### config.mk
export PLATFORM = sky130hd
export DESIGN_NAME = lap_recall_buffer
export DESIGN_NICKNAME = d
export VERILOG_FILES = /design/src/rtl/stopwatch_pkg.sv /design/src/rtl/lap_regfile.sv /design/src/rtl/lap_recall_buffer.sv
export SDC_FILE = /design/constraint.sdc
export NUM_CORES = 1
export LEC_CHECK = 0
export ABC_AREA = 1
export CAP_MARGIN = 20
export CORE_ASPECT_RATIO = 1.5
export CORE_UTILIZATION = 50
export DETAILED_ROUTE_END_ITERATION = 10
export GPL_TIMING_DRIVEN = 0
export MAX_ROUTING_LAYER = met4
export PLACE_DENSITY = 0.7
export SLEW_MARGIN = 20
export SYNTH_ARGS = -nofsm -noshare
export SYNTH_HDL_FRONTEND = slang
export SYNTH_SLANG_ARGS = --single-unit
export TNS_END_PERCENT = 50
### constraint.sdc
create_clock -name clk -period 9.02 [get_ports clk]
set_clock_uncertainty 0.05 [all_clocks]
set_input_delay 2.255 -clock clk [delete_from_list [all_inputs] [get_ports clk]]
set_output_delay 2.255 -clock clk [all_outputs]
set_load 0.02 [all_outputs]
### src/rtl/stopwatch_pkg.sv
// Shared stopwatch definitions: display-mode encodings and the digit and lap-entry widths.
package stopwatch_pkg;

    localparam int BCD_W = 4;
    localparam int LAP_W = 16;

    typedef enum logic [1:0] {
        MODE_LIVE   = 2'b00,
        MODE_FROZEN = 2'b01,
        MODE_RECALL = 2'b10
    } mode_t;

endpackage

### src/rtl/lap_regfile.sv
// Lap storage: DEPTH x LAP_W register array, one synchronous write port, one combinational read port.
module lap_regfile
    import stopwatch_pkg::*;
#(
    parameter int DEPTH = 4,
    parameter int PTR_W = 2
) (
    input  logic             clk,
    input  logic             we,
    input  logic [PTR_W-1:0] waddr,
    input  logic [LAP_W-1:0] wdata,
    input  logic [PTR_W-1:0] raddr,
    output logic [LAP_W-1:0] rdata
);

    // Contents are meaningless until counted valid by the parent, so no reset.
    logic [LAP_W-1:0] mem [DEPTH];

    always_ff @(posedge clk) begin
        if (we) begin
            mem[waddr] <= wdata;
        end
    end

    assign rdata = mem[raddr];

endmodule

### src/rtl/lap_recall_buffer.sv
// Lap capture / freeze / recall stage between time_core and display_mux.
// Build option: define LAP_OVERWRITE_EN to let a lap on a full buffer overwrite the oldest entry.
module lap_recall_buffer
    import stopwatch_pkg::*;
#(
    parameter int DEPTH      = 4,
    parameter int PTR_W      = 2,
    parameter int HOLD_TICKS = 3
) (
    input  logic             clk,
    input  logic             rst,
    input  logic             tick_1hz,
    input  logic             lap_pulse,
    input  logic             recall_pulse,
    input  logic             clear_pulse,
    input  logic [BCD_W-1:0] mt_in,
    input  logic [BCD_W-1:0] mo_in,
    input  logic [BCD_W-1:0] st_in,
    input  logic [BCD_W-1:0] so_in,
    output logic [BCD_W-1:0] mt_out,
    output logic [BCD_W-1:0] mo_out,
    output logic [BCD_W-1:0] st_out,
    output logic [BCD_W-1:0] so_out,
    output logic [PTR_W:0]   lap_count,
    output logic [PTR_W-1:0] recall_idx,
    output logic [1:0]       mode,
    output logic             buf_full
);

`ifdef LAP_OVERWRITE_EN
    localparam bit OVERWRITE = 1'b1;
`else
    localparam bit OVERWRITE = 1'b0;
`endif

    localparam int HOLD_W = $clog2(HOLD_TICKS + 1);
    localparam logic [HOLD_W-1:0] HOLD_LOAD = HOLD_W'(HOLD_TICKS);
    localparam logic [HOLD_W-1:0] HOLD_ONE  = HOLD_W'(1);
    localparam logic [PTR_W:0]    CNT_FULL  = (PTR_W + 1)'(DEPTH);
    localparam logic [PTR_W:0]    CNT_ONE   = (PTR_W + 1)'(1);
    localparam logic [PTR_W-1:0]  PTR_ONE   = PTR_W'(1);

    mode_t             mode_q, mode_n;
    logic [HOLD_W-1:0] hold_q, hold_n;
    logic [PTR_W:0]    count_q, count_n;
    logic [PTR_W-1:0]  idx_q, idx_n;
    logic [PTR_W-1:0]  wr_ptr_q, wr_ptr_n;
    logic              we;
    logic              overwrite;
    logic              full_q;
    logic [LAP_W-1:0]  live_word;
    logic [LAP_W-1:0]  rd_word;
    logic [LAP_W-1:0]  shown_word;
    logic [LAP_W-1:0]  disp_n;
    logic [PTR_W-1:0]  raddr;

    assign full_q    = (count_q == CNT_FULL);
    assign live_word = {mt_in, mo_in, st_in, so_in};

    always_comb begin
        mode_n    = mode_q;
        hold_n    = hold_q;
        count_n   = count_q;
        idx_n     = idx_q;
        wr_ptr_n  = wr_ptr_q;
        we        = 1'b0;
        overwrite = 1'b0;

        if (clear_pulse) begin
            mode_n  = MODE_LIVE;
            hold_n  = '0;
            count_n = '0;
            idx_n   = '0;
        end else if (lap_pulse) begin
            if (!full_q) begin
                we      = 1'b1;
                count_n = count_q + CNT_ONE;
            end else if (OVERWRITE) begin
                we        = 1'b1;
                overwrite = 1'b1;
            end
            if (we) begin
                wr_ptr_n = wr_ptr_q + PTR_ONE;
                if (mode_q == MODE_RECALL) begin
                    // Keep pointing at the same lap after the oldest one slides out.
                    if (overwrite && idx_q != '0) begin
                        idx_n = idx_q - PTR_ONE;
                    end
                end else begin
                    mode_n = MODE_FROZEN;
                    hold_n = HOLD_LOAD;
                end
            end
        end else if (recall_pulse) begin
            if (mode_q == MODE_RECALL) begin
                if ({1'b0, idx_q} == count_q - CNT_ONE) begin
                    mode_n = MODE_LIVE;
                    idx_n  = '0;
                end else begin
                    idx_n = idx_q + PTR_ONE;
                end
            end else if (count_q != '0) begin
                mode_n = MODE_RECALL;
                idx_n  = '0;
                hold_n = '0;
            end
        end else if (tick_1hz && mode_q == MODE_FROZEN) begin
            if (hold_q <= HOLD_ONE) begin
                mode_n = MODE_LIVE;
                hold_n = '0;
            end else begin
                hold_n = hold_q - HOLD_ONE;
            end
        end
    end

    // The display register follows the next state, so the read address is built from
    // next-state pointers; an entry written this same cycle is forwarded from the inputs.
    always_comb begin
        if (mode_n == MODE_RECALL) begin
            raddr = wr_ptr_n - count_n[PTR_W-1:0] + idx_n;
        end else begin
            raddr = wr_ptr_n - PTR_ONE;
        end
    end

    assign shown_word = (we && raddr == wr_ptr_q) ? live_word : rd_word;
    assign disp_n     = (mode_n == MODE_LIVE) ? live_word : shown_word;

    lap_regfile #(
        .DEPTH (DEPTH),
        .PTR_W (PTR_W)
    ) u_regfile (
        .clk   (clk),
        .we    (we),
        .waddr (wr_ptr_q),
        .wdata (live_word),
        .raddr (raddr),
        .rdata (rd_word)
    );

    always_ff @(posedge clk) begin
        if (rst) begin
            mode_q     <= MODE_LIVE;
            hold_q     <= '0;
            count_q    <= '0;
            idx_q      <= '0;
            wr_ptr_q   <= '0;
            buf_full   <= 1'b0;
            mt_out     <= '0;
            mo_out     <= '0;
            st_out     <= '0;
            so_out     <= '0;
        end else begin
            mode_q     <= mode_n;
            hold_q     <= hold_n;
            count_q    <= count_n;
            idx_q      <= idx_n;
            wr_ptr_q   <= wr_ptr_n;
            buf_full   <= (count_n == CNT_FULL);
            mt_out     <= disp_n[15:12];
            mo_out     <= disp_n[11:8];
            st_out     <= disp_n[7:4];
            so_out     <= disp_n[3:0];
        end
    end

    assign mode       = mode_q;
    assign lap_count  = count_q;
    assign recall_idx = idx_q;

endmodule

Yosys cells after proc, flatten, opt, wreduce, memory -nomap -nowiden
Memory sizes are Yosys's and may differ from the RTL's.
Index checks and enable logic that the tools add are counted.
- register bits: 28
- bits in latches: 0
- RAM bits: 64
- bits in read-only memories: 0
- output and inout port bits: 24
- memories: 1
- $add $sub $neg: 8
- multipliers: 0
- div/mod/pow operators: 0
- magnitude comparators: 1
- equality and inequality tests: 11
- shift-type cells: 0
- mux-type cells: 40
- bitwise operators: 0
- reductions and logical operators: 7
- memory list (memory ; depth ; width ; read ports ; clocked after memory_dff ; wr ports ; RTL line ; text):
    u_regfile.mem ; 4 ; 16 ; 1 ; 0 ; 1 ; lap_regfile.sv:17 ; logic [LAP_W-1:0] mem [DEPTH];
- operators with widths (kind ; count):
    $mux 2 ; 28
    $mux 16 ; 2
    $mux 3 ; 3
    $mux 1 ; 7
    $eq 3x3->1 const B ; 2
    $reduce_bool 3->1 ; 2
    $reduce_and 5->1 ; 1
    $add 2x1->2 const B ; 2
    $eq 2x2->1 const B ; 2
    $ne 2x2->1 const B ; 2
    $sub 2x1->2 const B ; 2
    $add 3x1->3 const B ; 1
    $eq 2x3->1 ; 1
    $ne 3x2->1 const B ; 1
    $sub 3x1->3 const B ; 1
    $add 2x2->2 ; 1
    $eq 2x1->1 const B ; 1
    $eq 2x2->1 ; 1
    $le 2x1->1 const B ; 1
    $logic_and 1x1->1 ; 2
    $logic_not 2->1 ; 1
    $ne 2x1->1 const B ; 1
    $reduce_or 2->1 ; 1
    $sub 2x2->2 ; 1

Longest topological paths before layout
Gate-level depths: netlist (run 1).
- depth in word-level cells: 14
- mapped depth: 26
- mapped depth without buffers: 25

By module
A second synthesis (run 1) with hierarchy kept.
- cell total of the unflattened synthesis: 506
- area, all modules: 4440.5 um^2
- by module, submodules not included (module ; instances ; cells an instance ; area an instance (um^2) ; seq. area each (um^2)):
    lap_regfile ; 1 ; 259 ; 2758.9 ; 1921.8
    lap_recall_buffer ; 1 ; 247 ; 1681.6 ; 560.5

Worst setup path after synthesis (run 1)
No wires, ideal clock.
- path kind: input-to-reg
- from: input port lap_pulse
- to: register mo_out[0]
- arrival time: 4.413 ns
- data required time: 8.855 ns
- setup slack: 4.442 ns
- stages: 20
- path buffers: 2
- cells stage by stage: buf_4 nand3_2 inv_2 nand2_1 nand2_1 inv_1 ha_1 inv_1 ha_1 xnor2_1 nand3_1 nand2_1 inv_1 nand3_1 nand3_1 nand3_1 nand3_2 buf_2 a21oi_1 nor2_1
- cells in the longest elaborated chain, start to end: 9
- elaborated cells between the ends (all ways): 21
- classes of those cells: add/sub: 3; eq/ne: 2; mux: 13; reduce/logical: 2; memory: 1
- ends and longest elaborated chain (element ; RTL line ; text):
    from (decl) ; lap_recall_buffer.sv:13 ; input logic lap_pulse,
    parallel branches: the longest is 8 deep, another holds $mem_v2 4x16 ; - ;
    $mux 16 * ; lap_recall_buffer.sv:128 ; assign disp_n = (mode_n == MODE_LIVE) ? live_word : shown_word;
    to (signal assigned) ; lap_recall_buffer.sv:162 ; mo_out <= disp_n[11:8];
    to (decl) ; lap_recall_buffer.sv:21 ; output logic [BCD_W-1:0] mo_out,
Every way passes the cells marked *.
A chain may end at the register's enable or synchronous reset.

Worst setup path after layout (run 1)
- from: input port clear_pulse
- to: register so_out[2]
- cells in the longest elaborated chain, start to end: 8
- elaborated cells between the ends (all ways): 16
- classes of those cells: add/sub: 3; eq/ne: 2; mux: 8; reduce/logical: 2; memory: 1
- ends and longest elaborated chain (element ; RTL line ; text):
    from (decl) ; lap_recall_buffer.sv:15 ; input logic clear_pulse,
    parallel branches: the longest is 7 deep, another holds $mem_v2 4x16 ; - ;
    $mux 16 * ; lap_recall_buffer.sv:128 ;
    to (signal assigned) ; lap_recall_buffer.sv:164 ; so_out <= disp_n[3:0];
    to (decl) ; lap_recall_buffer.sv:23 ; output logic [BCD_W-1:0] so_out,
Marked as above.

==> impl_metrics.csv, run 1 <==
group,metric,value,unit
clocking,post-cts-setup-buffer-count,0,
clocking,cts_tree,"built",
die,initial_utilization,51.7,%
timing,finalHoldViolations,0,
synth,synth_edf_count,64,
layout,layout-drive-gt1-share,10.9,%
detailed_routing,detail-route-antenna-nets,0,
timing,slew_headroom,62.6,%
critical_path,criticalPathCategory,"in2reg",
timing,max_freq,188,MHz
critical_path,path_cells,"clkdlybuf4s50_1, inv_2, nand3_2, inv_2, nand2_1, nand2_1, inv_1, ha_1, inv_1, ha_1, xnor2_1, inv_1, nand2_1, nand2_1, inv_1, nand3_1, nand3_1, nand3_1, nand3_2, buf_2, a21oi_1, nor2_1",
critical_path,crit_path_top_delay_cell,"clkdlybuf4s50_1",
critical_path,r2r_cells,23,
global_routing,track_usage,25.7,%
synth,synth_common_cells,"135 x nand2_1, 93 x nand3_1, 64 x edfxtp_1",
clocking,root_buffer,"clkbuf_16",
global_routing,grt_overflow_total,0,
clocking,cts_buffers,9,
global_routing,antenna_found_initial,0,
critical_path,required,9.23,ns
synth,synth_ff_type,"edfxtp_1",
detailed_routing,route.detailed.drc,0,
clocking,cts.sinks,92,
power_and_ir_drop,p_leak,2.26,nW
place,hpwl,7480,um
clocking,clk_path_buf_depth,2,
die,io_pins,46,
synth,syn_area_per_cell,8.85,sq um
clocking,clock_latency,0.35,ns
die,coreArea,8460,sq um
die,row_count,41,
layout,area_delta_synth_final,21.7,%
power_and_ir_drop,p_total,1.04,mW
layout,multi_input_area,1590,sq um
global_routing,grt_pass1_wl,16600,um
layout,final_util,62.9,%
timing,setup_viol,0,
power_and_ir_drop,power_density,195,nW/um^2
timing,rsz0062_at_grt,"no",
critical_path,cpPeakStageDelay,0.50,ns
layout,antennaDiodeCount,0,
detailed_routing,routed_via_density,5.35,
synth,syn_nets,525,
synth,synth.top_cell.area_share,43.9,%
place,gp_congestion,0.878,
die,die_area,9130,sq um
critical_path,path_buf_inv,8,
place,place_inst,649,
timing,worst_slew_pin_slew,0.560,ns
critical_path,r2r_start,"lap_count[0]",
power_and_ir_drop,peakVddDrop,0.158,mV
layout,fillers,737,
critical_path,cp-start-kind,"input port",
synth,synthArstFlopShare,0,%
synth,post_synth_inst_count,494,
layout,layout.area.seq,2480,sq um
timing,fin_crit,5.31,ns
critical_path,r2r_setup_slack,5.35,ns
global_routing,grt_pass1_vias,3535,
critical_path,crit_start,"clear_pulse",
layout,fin_nets,584,
timing,drv_slew,0,
synth,seq_area_frac_synth,56.8,%
synth,yosys.area.top_type,"edfxtp_1",
timing,post-route-period-util,58.9,%
synth,synth_cell_types,28,
worst_hold_path,min_path_type,"reg2reg",
detailed_routing,vias,3561,
place,numPortBuffers,44,
run_status,status,"completed",
synth,synth-seq-cells,92,
detailed_routing,drt-total-wl,10500,um
critical_path,path_delay_family,"buffers and inverters",
die,die_y,117,um
die,die_x,78.4,um
global_routing,grt_max_degree,16,
place,dpl_cell_area,5010,sq um
synth,netlist_area,4370,sq um
synth,synth_warnings,0,
layout,finalInstanceArea,5320,sq um
detailed_routing,drt_first_pass_iters,5,
clocking,cts.hold.buffers_added,0,
critical_path,worstSetupEndpoint,"so_out[2]",
clocking,cts-resized-gates,0,
detailed_routing,drt_iter0_drc,287,
clocking,htreeDepth,3,
clocking,cts.clk_slew.worst_paths,0.06,ns
synth,yosysMostFrequentCell,"nand2_1",
job,cap_violations,0,
detailed_routing,wl_per_cell,15.8,um
timing,finalSetupTns,0,ns
critical_path,endpoint_kind,"flop",
synth,synth_area_leaders,"edfxtp_1 44%, dfxtp_1 13%, nand2_1 12%",
critical_path,cp.arrival,5.52,ns
layout,final_cells,665,
critical_path,path_max_fanout,10,
critical_path,r2r_end,"so_out[2]",
critical_path,worstSetupPathDepth,22,
## state kept, by name, indices dropped and copies added, names as in the netlist
name	count
wr_ptr_q	2
mt_out	4
recall_idx	2
hold_q	2
u_regfile.mem	64
mo_out	4
mode	2
so_out	4
buf_full	1
lap_count	3
st_out	4
## cell type report
class                   count  share of cell area [%]
flip-flops and latches     92                    46.6
multi-input cells         331                    29.9
repair buffers             48                    9.19
clock buffers              10                    4.30
inverters                  49                    3.46
well taps                 107                    2.52
plain buffers              22                    2.35
clock inverters             6                    1.65
## how the worst min path moves through the flow
stage,to,from,cells after the start
global placement,hold_q[0],hold_q[0],2
detailed placement,hold_q[0],hold_q[0],2
global route,hold_q[0],hold_q[0],2
floorplan,hold_q[0],hold_q[0],2
finish,hold_q[0],hold_q[0],2
CTS,hold_q[0],hold_q[0],2
## layer usage
metal	vias up	part of all wire (%)	GRT usage, %
li1	1755	-	-
met5	-	0	-
met2	145	54	47.3
met1	1634	37	25.0
met4	0	3.0	15.4
met3	27	5.9	4.53
## metrics by stage
| stage | worst slack [ns] | hold WS, ns |
|---|---|---|
| 6_report | 3.71 | 0.448 |
| 5_1_grt | 3.41 | 0.471 |
| 4_1_cts | 3.72 | 0.443 |
| 3_5_place_dp | 3.38 | 0.436 |
| 3_3_place_gp | 3.50 | 0.420 |
| 2_1_floorplan | 4.44 | 0.396 |
## worst reg2reg max path, cell delays in order (launching register included)
cell     delay (ns)
dfxtp_1        0.39
inv_1          0.13
ha_1           0.26
nand2_2        0.15
nand3_2        0.20
inv_2          0.10
nand2_1        0.05
nand2_1        0.10
inv_1          0.10
ha_1           0.28
inv_1          0.04
ha_1           0.18
xnor2_1        0.25
inv_1          0.07
nand2_1        0.07
nand2_1        0.08
inv_1          0.08
nand3_1        0.07
nand3_1        0.12
nand3_1        0.10
nand3_2        0.15
buf_2          0.28
a21oi_1        0.10
nor2_1         0.19
## kinds of logic (layout without fill, tap and decap cells)
| kind of cell | Yosys count | after routing | share of synthesized area, % |
|---|---|---|---|
| compound gates | 32 | 32 | 3.92 |
| xor+xnor | 3 | 3 | 0.601 |
| fa+ha+maj | 9 | 9 | 2.58 |
| buf+inv | 71 | 135 | 7.07 |
| flops | 92 | 92 | 56.8 |
| simple gates | 287 | 287 | 29.1 |
## layout by cell type (no fill, tap or decap), drive strengths merged
cell type and n:
a21oi 23, nor2 44, inv 48, dfxtp 28, edfxtp 64, clkinv 5
nand2 139, a22oi 1, a211oi 2, nor3 1, buf 20, nand3 100
clkdlybuf4s50 44, ha 9, or2 1, nand4 2, a31o 1, xnor2 3
bufinv 2, clkbuf 16, o21ai 5
## power breakdown
group | switching [mW] | internal, mW | leakage, nW | total [mW]
registers | 0.00535 | 0.467 | 0.813 | 0.472
clock network | 0.155 | 0.243 | 0.157 | 0.398
logic | 0.104 | 0.0635 | 1.29 | 0.167
total | 0.264 | 0.774 | 2.26 | 1.04
No activity file was read; power rests on OpenSTA's default activity.
==> run 2, diff against run 1 <==
==> constraint.sdc (replaced) <==
create_clock -name clk -period 5.05 [get_ports clk]
set_clock_uncertainty 0.05 [all_clocks]
set_input_delay 1.2625 -clock clk [delete_from_list [all_inputs] [get_ports clk]]
set_output_delay 1.2625 -clock clk [all_outputs]
set_load 0.02 [all_outputs]
==> results of run 2 <==
The final DEF is identical to that of run 1. Status: completed.
Among the figures that moved: setup slack after placement 3.38 ns -> 0.402 ns; setup slack after layout 3.71 ns -> 0.733 ns; register-to-register setup slack 5.35 ns -> 1.38 ns; total power 1.04 mW -> 1.85 mW; worst IR drop on VDD 0.158 mV -> 0.282 mV
